**src/rtl/bp_npc_gen_pkg.sv**
```systemverilog
// Shared constants and state encoding for the fetch-stage next-PC generator.
// Imported by the generator top and its saturating perf counters.
package bp_npc_gen_pkg;

    localparam int unsigned PC_WIDTH_DEF   = 32;
    localparam logic [31:0] RESET_PC_DEF   = 32'h1c00_0000;
    localparam int unsigned INST_BYTES_DEF = 4;
    localparam int unsigned INST_ALIGN_DEF = $clog2(INST_BYTES_DEF);
    localparam int unsigned CNT_WIDTH_DEF  = 32;

    typedef enum logic {
        S_INIT = 1'b0,
        S_RUN  = 1'b1
    } state_e;

    // Low-address mask that must be zero for a target to be instruction aligned.
    function automatic logic [31:0] align_mask(input int unsigned align_bits);
        return (32'd1 << align_bits) - 32'd1;
    endfunction

endpackage

```
**src/rtl/bp_sat_counter.sv**
```systemverilog
// Saturating event counter: counts single-cycle increment strobes and sticks
// at all-ones instead of wrapping.
module bp_sat_counter
    import bp_npc_gen_pkg::*;
#(
    parameter int unsigned CNT_WIDTH = CNT_WIDTH_DEF
) (
    input  logic                 clk,
    input  logic                 reset,
    input  logic                 i_inc,
    output logic [CNT_WIDTH-1:0] o_cnt
);

    logic [CNT_WIDTH-1:0] r_cnt;

    function automatic logic [CNT_WIDTH-1:0] sat_inc(input logic [CNT_WIDTH-1:0] v);
        return (&v) ? v : v + CNT_WIDTH'(1);
    endfunction

    always_ff @(posedge clk) begin
        if (reset) begin
            r_cnt <= '0;
        end else if (i_inc) begin
            r_cnt <= sat_inc(r_cnt);
        end
    end

    assign o_cnt = r_cnt;

endmodule

```
**src/rtl/bp_npc_gen.sv**
```systemverilog
// Fetch-stage next-PC generator: holds the fetch PC, drives the BTB lookup PC,
// picks BTB target / sequential PC / execute redirect, and hands off to decode.
module bp_npc_gen
    import bp_npc_gen_pkg::*;
#(
    parameter int unsigned         PC_WIDTH   = PC_WIDTH_DEF,
    parameter logic [PC_WIDTH-1:0] RESET_PC   = PC_WIDTH'(RESET_PC_DEF),
    parameter int unsigned         INST_BYTES = INST_BYTES_DEF,
    parameter int unsigned         CNT_WIDTH  = CNT_WIDTH_DEF
) (
    input  logic                 clk,
    input  logic                 reset,

    output logic [PC_WIDTH-1:0]  btb_pc_o,
    input  logic                 btb_hit_i,
    input  logic [PC_WIDTH-1:0]  btb_target_i,

    input  logic                 ex_redirect_valid_i,
    input  logic [PC_WIDTH-1:0]  ex_redirect_pc_i,

    input  logic                 id_allowin_i,
    output logic                 if_valid_o,
    output logic [PC_WIDTH-1:0]  if_pc_o,
    output logic                 if_pred_taken_o,
    output logic [PC_WIDTH-1:0]  if_pred_target_o,

    output logic [CNT_WIDTH-1:0] perf_fetch_cnt_o,
    output logic [CNT_WIDTH-1:0] perf_taken_cnt_o,
    output logic [CNT_WIDTH-1:0] perf_redirect_cnt_o
);

    localparam int unsigned         ALIGN_BITS = $clog2(INST_BYTES);
    localparam logic [PC_WIDTH-1:0] ALIGN_MASK = PC_WIDTH'(align_mask(ALIGN_BITS));
    localparam logic [PC_WIDTH-1:0] PC_STEP    = PC_WIDTH'(INST_BYTES);

    state_e              r_state;
    state_e              w_state_nxt;
    logic [PC_WIDTH-1:0] r_f_pc;
    logic [PC_WIDTH-1:0] w_f_pc_nxt;

    logic [PC_WIDTH-1:0] w_seq_pc;
    logic [PC_WIDTH-1:0] w_pred_npc;
    logic                w_hit_eff;
    logic                w_if_valid;
    logic                w_handshake;
    logic                w_taken_inc;

    // The BTB result is only trusted in S_RUN; in S_INIT it belongs to a
    // lookup issued before reset or before a redirect and must be ignored.
    always_comb begin
        w_seq_pc    = r_f_pc + PC_STEP;
        w_hit_eff   = btb_hit_i && (r_state == S_RUN)
                      && ((btb_target_i & ALIGN_MASK) == '0);
        w_pred_npc  = w_hit_eff ? btb_target_i : w_seq_pc;
        w_if_valid  = (r_state == S_RUN) && !ex_redirect_valid_i;
        w_handshake = w_if_valid && id_allowin_i;
        w_taken_inc = w_handshake && w_hit_eff;
    end

    always_comb begin
        w_state_nxt = r_state;
        w_f_pc_nxt  = r_f_pc;
        btb_pc_o    = r_f_pc;
        case (r_state)
            S_INIT: begin
                if (ex_redirect_valid_i) begin
                    w_f_pc_nxt = ex_redirect_pc_i;
                    btb_pc_o   = ex_redirect_pc_i;
                end else begin
                    w_state_nxt = S_RUN;
                end
            end
            S_RUN: begin
                if (ex_redirect_valid_i) begin
                    w_f_pc_nxt = ex_redirect_pc_i;
                    btb_pc_o   = ex_redirect_pc_i;
                end else if (w_handshake) begin
                    w_f_pc_nxt = w_pred_npc;
                    btb_pc_o   = w_pred_npc;
                end
                // Stall: re-present f_pc so next cycle's BTB result still matches it.
            end
            default: begin
                w_state_nxt = S_INIT;
            end
        endcase
        if (reset) begin
            btb_pc_o = RESET_PC;
        end
    end

    always_ff @(posedge clk) begin
        if (reset) begin
            r_state <= S_INIT;
            r_f_pc  <= RESET_PC;
        end else begin
            r_state <= w_state_nxt;
            r_f_pc  <= w_f_pc_nxt;
        end
    end

    assign if_valid_o       = w_if_valid;
    assign if_pc_o          = r_f_pc;
    assign if_pred_taken_o  = w_hit_eff;
    assign if_pred_target_o = w_pred_npc;

    bp_sat_counter #(.CNT_WIDTH(CNT_WIDTH)) u_fetch_cnt (
        .clk   (clk),
        .reset (reset),
        .i_inc (w_handshake),
        .o_cnt (perf_fetch_cnt_o)
    );

    bp_sat_counter #(.CNT_WIDTH(CNT_WIDTH)) u_taken_cnt (
        .clk   (clk),
        .reset (reset),
        .i_inc (w_taken_inc),
        .o_cnt (perf_taken_cnt_o)
    );

    bp_sat_counter #(.CNT_WIDTH(CNT_WIDTH)) u_redirect_cnt (
        .clk   (clk),
        .reset (reset),
        .i_inc (ex_redirect_valid_i),
        .o_cnt (perf_redirect_cnt_o)
    );

endmodule

```
**config.mk**
```make
export PLATFORM = sky130hd
export DESIGN_NAME = bp_npc_gen
export DESIGN_NICKNAME = d
export VERILOG_FILES = /design/src/rtl/bp_npc_gen_pkg.sv /design/src/rtl/bp_sat_counter.sv /design/src/rtl/bp_npc_gen.sv
export SDC_FILE = /design/constraint.sdc
export NUM_CORES = 1
export LEC_CHECK = 0
export ABC_AREA = 1
export BUFFER_PORTS_ARGS = -buffer_cell sky130_fd_sc_hd__buf_4
export CAP_MARGIN = 0
export CORE_MARGIN = 10
export CORE_UTILIZATION = 48
export DETAILED_ROUTE_END_ITERATION = 8
export PLACE_DENSITY_LB_ADDON = 0.08
export SLEW_MARGIN = 20
export SYNTH_ARGS = -nofsm -noshare
export SYNTH_HDL_FRONTEND = slang
export SYNTH_SLANG_ARGS = --single-unit
```
**constraint.sdc**
```tcl
create_clock -name clk -period 1.7 [get_ports clk]
set_input_delay 0.17 -clock clk [delete_from_list [all_inputs] [get_ports clk]]
set_output_delay 0.17 -clock clk [all_outputs]
set_load 0.01 [all_outputs]
```
# Word level (Yosys, flattened, before mapping)

Cells that the tools add are included.

Latch bits: 0
Bits in registers: 129
Bits in writable memories: 0
ROM bits: 0
Memories: 0
Output and inout bits: 194
Word-level logic and storage cells: 34

Divide/modulo/power cells: 0
$mul: 0
Magnitude comparators: 0
Reductions and logical operators: 13
Equal/unequal tests: 0
$add $sub $neg: 4
Muxes and demuxes: 8
Shift operators: 0
Bitwise logic cells: 4

Operators with widths:

| operator              | count |
|---|---|
| $mux 32               | 5 |
| $add 32x1->32 const B | 3 |
| $reduce_and 32->1     | 3 |
| $pmux 32 s2           | 1 |
| $add 32x3->32 const B | 1 |
| $logic_not 32->1      | 1 |
| $reduce_and 2->1      | 3 |
| $logic_and 1x1->1     | 5 |
| $not 1->1             | 4 |
| $mux 1                | 2 |
| $logic_not 1->1       | 1 |

# Longest topological paths before layout

Gate-level depths: netlist of the first run.

Word-level depth: 7
Mapped depth: 12
Depth with buffers taken out: 12

# Hierarchy

A second synthesis of the first run with hierarchy kept.

Cell total of the unflattened synthesis: 1448
Area, all modules: 8977.4 µm²

By module, submodules not included:

| module         | seq. area each (µm²) | times used | area an instance (µm²) | cells each |
|---|---|---|---|---|
| bp_sat_counter | 640.6                | 3          | 2042.0                 | 318 |
| bp_npc_gen     | 660.6                | 1          | 2851.5                 | 494 |

# Worst setup path after synthesis of the first run

OpenSTA, ideal clock, no wires.

Path type: flip-flop to output port
Start: register r_f_pc[2], in the netlist if_pc_o[2]
End: output port btb_pc_o[22]
Path slack: -183 ps
Arrival time: 1713 ps
Path buffers: 0
Cell stages (with the launch flop): 12
Cells stage by stage: dfxtp_1 -> ha_1 -> nand2_1 -> nor2_1 -> nand2_1 -> nor2_1 -> nand2_1 -> nand2_1 -> nand2_1 -> nand2_1 -> nand2_1 -> a21oi_1

Cells in the longest elaborated chain, start to end: 6

Ends and longest elaborated chain:

| what                   | RTL line         | RTL |
|---|---|---|
| from (decl)            | bp_npc_gen.sv:38 | `logic [PC_WIDTH-1:0] r_f_pc;` |
| from (signal assigned) | bp_npc_gen.sv:98 | `r_f_pc <= w_f_pc_nxt;` |
| $add 32x3->32          | bp_npc_gen.sv:51 | `w_seq_pc = r_f_pc + PC_STEP;` |
| $mux 32                | bp_npc_gen.sv:54 | `w_pred_npc = w_hit_eff ? btb_target_i : w_seq_pc;` |
| $mux 32                | bp_npc_gen.sv:77 | `end else if (w_handshake) begin` |
| $mux 32                | bp_npc_gen.sv:74 | `if (ex_redirect_valid_i) begin` |
| $pmux 32 s2            | bp_npc_gen.sv:64 | `case (r_state)` |
| $mux 32                | bp_npc_gen.sv:87 | `if (reset) begin` |
| to (decl)              | bp_npc_gen.sv:14 | `output logic [PC_WIDTH-1:0] btb_pc_o,` |

Every way passes these cells.

# Worst setup path in the final report of the first run

Start: register r_f_pc[2], in the netlist if_pc_o[2]
End: output port btb_pc_o[31]

Same word-level chain as after synthesis.

==> results.md, run 1 <==
- Mapped Nets: 1547
- Clock Tree Root: clkbuf_16
- Crit path capture type: primary output
- Unrepaired setup endpoints after global routing: true
- Max VDD drop: 0.0007847 V
- DIE WIDTH: 155.2 µm
- Hold crit path type: in2reg
- R2r startpoint: if_pc_o[2]$_DFF_P_
- Worst Skew: 0.009684 ns
- Clock Sinks: 129
- Setup TNS: -27.87 ns
- Synthesized cell area: 0.008768 mm²
- Status: finished, violations left
- Worst slew margin: 37.68%
- Worst Setup Path Type: reg2out
- CTS buffer count: 17
- CTS tree: yes
- Die Area: 0.02407 mm²
- Dpl cells: 2150
- Largest net degree at the start of global routing: 69
- Placement Setup Slack: -0.3083 ns
- H-tree Lvls: 4
- Vias per inst: 5.511
- Initial DRT Pass Iterations: 5
- Worst R2R Path Depth: 10
- FP Rows: 49
- DR vias: 12300
- Clk slew on worst S/H paths: 0.06 ns
- Worst hold slack: 0.02922 ns
- WL/cell: 18.64 µm
- Worst Hold Depth: 3
- IO Pins: 263
- WP data required: 1.53 ns
- YS warnings: 0
- Synth Register Bits: 129
- Reg2Reg Setup Slack: -0.08 ns
- Final wirelength: 41.60 mm
- Final Core Density: 84.00%
- Failing checks: negative setup slack
- Worst hold endpoint: if_pc_o[27]$_DFF_P_
- First-pass GRT wire length: 58.75 mm
- Crit-path max FO: 3
- Achievable frequency: 428.1 MHz
- Syn Inst Count: 1474
- Worst Tran Pin Value: 0.9348 ns
- Async SR Flop Fraction: 0%
- Yosys top cell by area: dfxtp_1
- Finished Layout Cells: 2232
- Antenna Violating Nets Remaining: 0
- Leak Pwr: 6.712 nW
- Unique masters post-synth: 46
- Vias in the first global route: 11340
- Post-DP HPWL: 27.74 mm
- Max-cap violations: 0
- R2r endpoint: if_pc_o[13]$_DFF_P_
- Share of Yosys cell area claimed by the top area cell type: 29.45%
- Initial core utilization: 48.81%
- Sequential area share after synthesis: 29.45%
- Top cells by area, synth: dfxtp_1, nand2_1, nor2_1
- Arrival @ worst endpoint: 2.17 ns
- Die Y: 155.2 µm
- Final #Nets: 2062
- Initial antenna violation count: 2
- Avg Inst Size Synth: 5.949 µm²
- Fin. Hold Viols: 0
- Filler cells: 1133
- Main synth FF type: dfxtp_1
- Worst setup SP type: flip-flop
- Syn-to-layout area delta: 72.09%
- Port Buffers: 262
- DP Area: 0.01272 mm²
- Setup ws final: -0.6359 ns
- Final RePlAce weighted congestion: 0.9526
- Clock Path Buffers: 2
- Pwr dens: 592.8 mW/mm²
- Clock Latency Late Sink: 0.43 ns
- Core ar.: 0.01796 mm²
- Part of the cycle the worst path needs: 137.4%
- Final instance area: 0.01509 mm²
- Number of setup violations in the final report: 91
- Tmin final: 2.336 ns
- Total gr overflow: 0
- Residual DRC: 0
- Worst Hold Launch: ex_redirect_pc_i[27]
- Post-synth EDFFs: 0
- Pins Over Slew Limit: 0
- Tot GR Track Use: 29.72%
- Share of layout cells above drive strength 1: 43.61%
- 1st-iter DRT viols: 989
- Total power: 8.945 mW
-- timing repair --
item	CTS	global route
hold buffers	2	0
buffers inserted	22	22
endpoints found under the setup margin	104	162
cloned	3	5
endpoints found under the hold margin	1	0
pin swaps	35	91
gates resized for setup	146	240
-- report_power, final --
group / switching (mW) / internal [mW] / leakage (nW)
registers: 0.0779 / 3.10 / 1.07
clock network: 1.53 / 2.38 / 0.295
logic: 0.957 / 0.896 / 5.35
-- critical path, stage by stage (launching register included) --
cell and delay [ns]:
dfxtp_2 0.36, buf_6 0.11, inv_2 0.05, nor2_4 0.18, buf_6 0.14, nand2_4 0.06, nor2_4 0.10, buf_6 0.11
nand2_2 0.06, nand2_2 0.06, nand2_1 0.04, nand2_1 0.08, nand2_2 0.07, a21oi_2 0.17, buf_4 0.15
-- layer usage --
layer  GRT usage (%)  up-vias  routed length (µm)
li1                -     5739                   -
met1           34.59     5684               15410
met2           50.56      707               19710
met3           8.354      168                4285
met4           11.34        2                2168
met5               0        -                  20
-- cell usage in the layout, fill, tap and decap left out, drive strengths merged, types with 2 or more instances in the layout --
cell type    instances
a31oi                2
bufinv               3
and2                 5
nor2               218
o221ai               4
a21oi              119
nor3                33
nand4               18
nand2              517
dlygate4sd3          2
clkinv               8
o211ai              13
o21bai               3
clkinvlp             3
xnor2               11
o21ai               63
buf                534
nor3b                2
nand3               74
clkbuf              24
inv                145
ha                   4
a22oi                2
nand3b              15
xor2                37
or2                  6
dfxtp              129
a2111oi              2
-- worst max path at each step --
stage	slack, ns	to	depth (start not counted)	from
floorplan	-0.02	btb_pc_o[21]	10	if_pc_o[4]$_DFF_P_
global placement	-0.26	btb_pc_o[22]	12	if_pc_o[2]$_DFF_P_
detailed placement	-0.31	btb_pc_o[18]	10	if_pc_o[2]$_DFF_P_
CTS	-0.51	btb_pc_o[31]	14	if_pc_o[3]$_DFF_P_
global route	-0.73	btb_pc_o[10]	12	if_pc_o[7]$_DFF_P_
finish	-0.64	btb_pc_o[31]	14	if_pc_o[2]$_DFF_P_
-- layout make-up --
class                           count  area [µm²]  area share, %
Inverter                          146       580.6          3.847
Multi-Input combinational cell   1153        6345          42.05
Clock buffer                       19       452.9          3.002
Tap cell                          229       286.5          1.899
Antenna cell                        1       2.502        0.01658
Sequential cell                   129        2649          17.55
Clock inverter                     13       158.9          1.053
Timing Repair Buffer              542        4614          30.58
-- logic make-up after synthesis --
logic type               count (synthesis)  synth area share [%]
AND/OR/NAND/NOR                        890                 42.77
XOR/XNOR                                48                 4.794
buffers and inverters                  192                 9.047
adder cells (fa/ha/maj)                  4                0.5708
AO/OA/AOI/OAI                          211                 13.37
flip-flops                             129                 29.45
-- cell usage after synthesis, drive strengths merged, types with 3 or more instances --
library cell	n
o211ai	13
nand3b	15
a21oi	119
inv	146
dfxtp	129
xnor2	11
xor2	37
nor2	218
nor3	33
nand3	74
o221ai	4
buf	18
and2	5
nand2	517
clkbuf	28
o21ai	63
ha	4
nand4	18
o21bai	3
or2	6
-- flip-flops by register name (all words and copies together), names as in the netlist --
signal	cells
r_state	1
u_redirect_cnt.o_cnt	32
if_pc_o	32
u_taken_cnt.o_cnt	32
u_fetch_cnt.o_cnt	32
(Power assumes the default switching activity.)
==> run 2: changes to the inputs <==
Settings changed: CORE_UTILIZATION 48 to 45, CTS_BUF_LIST from default to sky130_fd_sc_hd__clkbuf_8.
==> results.md, run 2 (synthesis results as in run 1) <==
- Residual DRC: 0 (unchanged)
- Port Buffers: 262 (unchanged)
- Core ar.: 0.01896 mm² (+5.5%)
- Unrepaired setup endpoints after global routing: true
- Failing checks: negative setup slack
- IO Pins: 263 (unchanged)
- Final RePlAce weighted congestion: 0.9683 (+1.6%)
- Final #Nets: 2062 (unchanged)
- Max-cap violations: 0 (unchanged)
- Final Core Density: 79.43% (-4.6 points)
- Worst setup SP type: flip-flop
- Most frequent cells in the layout: buf_4, nand2_1, nor2_1
- 1st-iter DRT viols: 815 (-18%)
- Leak Pwr: 6.753 nW (+0.61%)
- CP max-delay cell: dfxtp_4
- DP Area: 0.01263 mm² (-0.76%)
- Routed wl met2: 19.70 mm (about the same)
- Number of setup violations in the final report: 66 (-27%)
- CTS tree: yes
- DR vias: 11990 (-2.5%)
- Internal: 5.384 mW (-16%)
- Fin. Hold Viols: 0 (unchanged)
- Antenna Cells: 0 (-1)
- Clock Sinks: 129 (unchanged)
- Part of the cycle the worst path needs: 138.1% (+0.68 points)
- Initial antenna violation count: 0 (-2)
- Clock Path Buffers: 2 (unchanged)
- Pins Over Slew Limit: 0 (unchanged)
- DIE WIDTH: 159.6 µm (+2.9%)
- P_sw: 2.485 mW (-3.1%)
- Worst Skew: 0.01736 ns (+0.007677 ns)
- Share of layout cells above drive strength 1: 44.66% (+1.0 points)
- Worst slew margin: 53.75% (+16 points)
- Arrival @ worst endpoint: 2.18 ns (about the same)
- Cell Chain, Critical Path: ha_4 -> nand2_4 -> nor2_4 -> nand2_4 -> nor2_4 -> buf_4 -> nand3_2 -> nand2_1 -> nand2_1 -> nand2_2 -> a21oi_2 -> buf_4
- WL/cell: 17.69 µm (-5.1%)
- Crit path capture type: primary output
- Largest net degree at the start of global routing: 51 (-26%)
- Max VDD drop: 0.0004265 V (-46%)
- Final wirelength: 40.01 mm (-3.8%)
- Antenna Violating Nets Remaining: 0 (unchanged)
- Tmin final: 2.347 ns (+0.01156 ns)
- WL met3: 3.719 mm (-13%)
- Clock Latency Late Sink: 0.47 ns (+0.04 ns)
- Worst Tran Pin Value: 0.6938 ns (-0.2410 ns)
- Sw frac: 31.58% (+2.9 points)
- Vias per inst: 5.301 (-3.8%)
- Die Y: 159.6 µm (+2.9%)
- Setup ws final: -0.6475 ns (-0.01156 ns)
- Initial core utilization: 46.26% (-2.6 points)
- Worst Setup Path Type: reg2out
- H-tree Lvls: 4 (unchanged)
- Initial DRT Pass Iterations: 5 (unchanged)
- WL met1: 15.18 mm (-1.5%)
- Crit-path max FO: 5 (+2)
- Clock Tree Root: clkbuf_8
- Clk slew on worst S/H paths: 0.09 ns (+0.03 ns)
- Seq pwr share: 40.4% (+4.9 points)
- Die Area: 0.02547 mm² (+5.8%)
- Hold crit path type: in2reg
- Vias in the first global route: 11350 (+0.044%)
- Final instance area: 0.01506 mm² (-0.22%)
- Combinational group share of total power: 23.6% (+2.9 points)
- DR top layer: met4
- Total gr overflow: 0 (unchanged)
- Post-DP HPWL: 28.29 mm (+2.0%)
- Status: finished, violations left
- Syn-to-layout area delta: 71.70%
- CTS buffer count: 17 (unchanged)
- WP data required: 1.53 ns (about the same)
- Critical Path Max Stage Delay: 0.37 ns (about the same)
- Clk pwr share: 36.0% (-7.7 points)
- Pwr dens: 522.6 mW/mm² (-12%)
- Tot GR Track Use: 28.25% (-1.5 points)
- FP Rows: 50 (+2.0%)
- Commonest non-fill, non-tap cell in the layout: buf_4
- Achievable frequency: 426.0 MHz (-0.49%)
- First-pass GRT wire length: 59.35 mm (+1.0%)
## run 2: cell types whose count changed in the layout (fill, tap and decap cells not counted), moves of 7 or more
cell and change:
clkbuf_8 +16, nand2_4 +8, dfxtp_2 +7, o21ai_0 -7
clkbuf_16 -15, nand2_2 -12
## run 2: metrics by stage
step / setup TNS (ns) / instances / worst slack [ns] / hold slack [ns] / power [mW]
finish: -27.94 / 2262 / -0.6475 / 0.01933 / 7.869
global route: -35.35 / 2262 / -0.7394 / 0.03050 / 8.128
CTS: -25.90 / 2233 / -0.5581 / 0.01284 / 7.712
detailed placement: -6.579 / 2173 / -0.2630 / 0.4878 / 4.707
global placement: -3.785 / 2173 / -0.2013 / 0.4780 / 4.695
floorplan: -0.04234 / 1474 / -0.02155 / 0.3732 / 3.801
## run 2: path summary, 6_finish.rpt
path | start | to | slack [ns] | cells past startpoint
min | btb_target_i[20] | if_pc_o[20]$_DFF_P_ | 0.02 | 3
max | if_pc_o[3]$_DFF_P_ | btb_pc_o[22] | -0.65 | 12
max reg2reg | r_state$_SDFF_PP0_ | if_pc_o[9]$_DFF_P_ | -0.27 | 12
min reg2reg | u_fetch_cnt.o_cnt[30]$_SDFFE_PP0P_ | u_fetch_cnt.o_cnt[30]$_SDFFE_PP0P_ | 0.50 | 2
## run 2: routing by layer
layer	track usage (%)	up-vias
met1	32.76	5505
met2	48.20	633
li1	-	5744
met3	7.798	108
met4	10.99	0
met5	0	-
## run 2: repair_timing
item                                   in CTS  in global routing
endpoints found under the hold margin       1                  0
pin swaps                                  46                108
buffers inserted                           25                 25
gates resized for setup                   181                246
setup endpoints to repair                 133                162
cloned                                      5                  7
hold buffers                                1                  0
## run 2: critical path, delay by kind of cell, from the launching register on
kind	cells	cell delay, ns
AOI/OAI and AO/OA	1	0.06
and+or+nand+nor	8	0.81
buffers and inverters	2	0.32
adders and majority gates	1	0.16
DFF	1	0.37
## run 2: cell type report
cell class              count  area [µm²]
fillers                  1425        3900
inverters                 146       580.6
clock buffers              18       247.7
multi-input cells        1153        6466
clock inverters            14       156.4
repair buffers            542        4626
flip-flops and latches    129        2654
well taps                 260       325.3
## run 2: power by group through the flow
stage	Clock, mW	Sequential [mW]	Combinational [mW]
floorplan	0	3.28	0.526
global placement	0	3.23	1.47
detailed placement	0	3.23	1.48
CTS	2.85	3.17	1.69
global route	2.98	3.19	1.97
finish	2.83	3.18	1.86
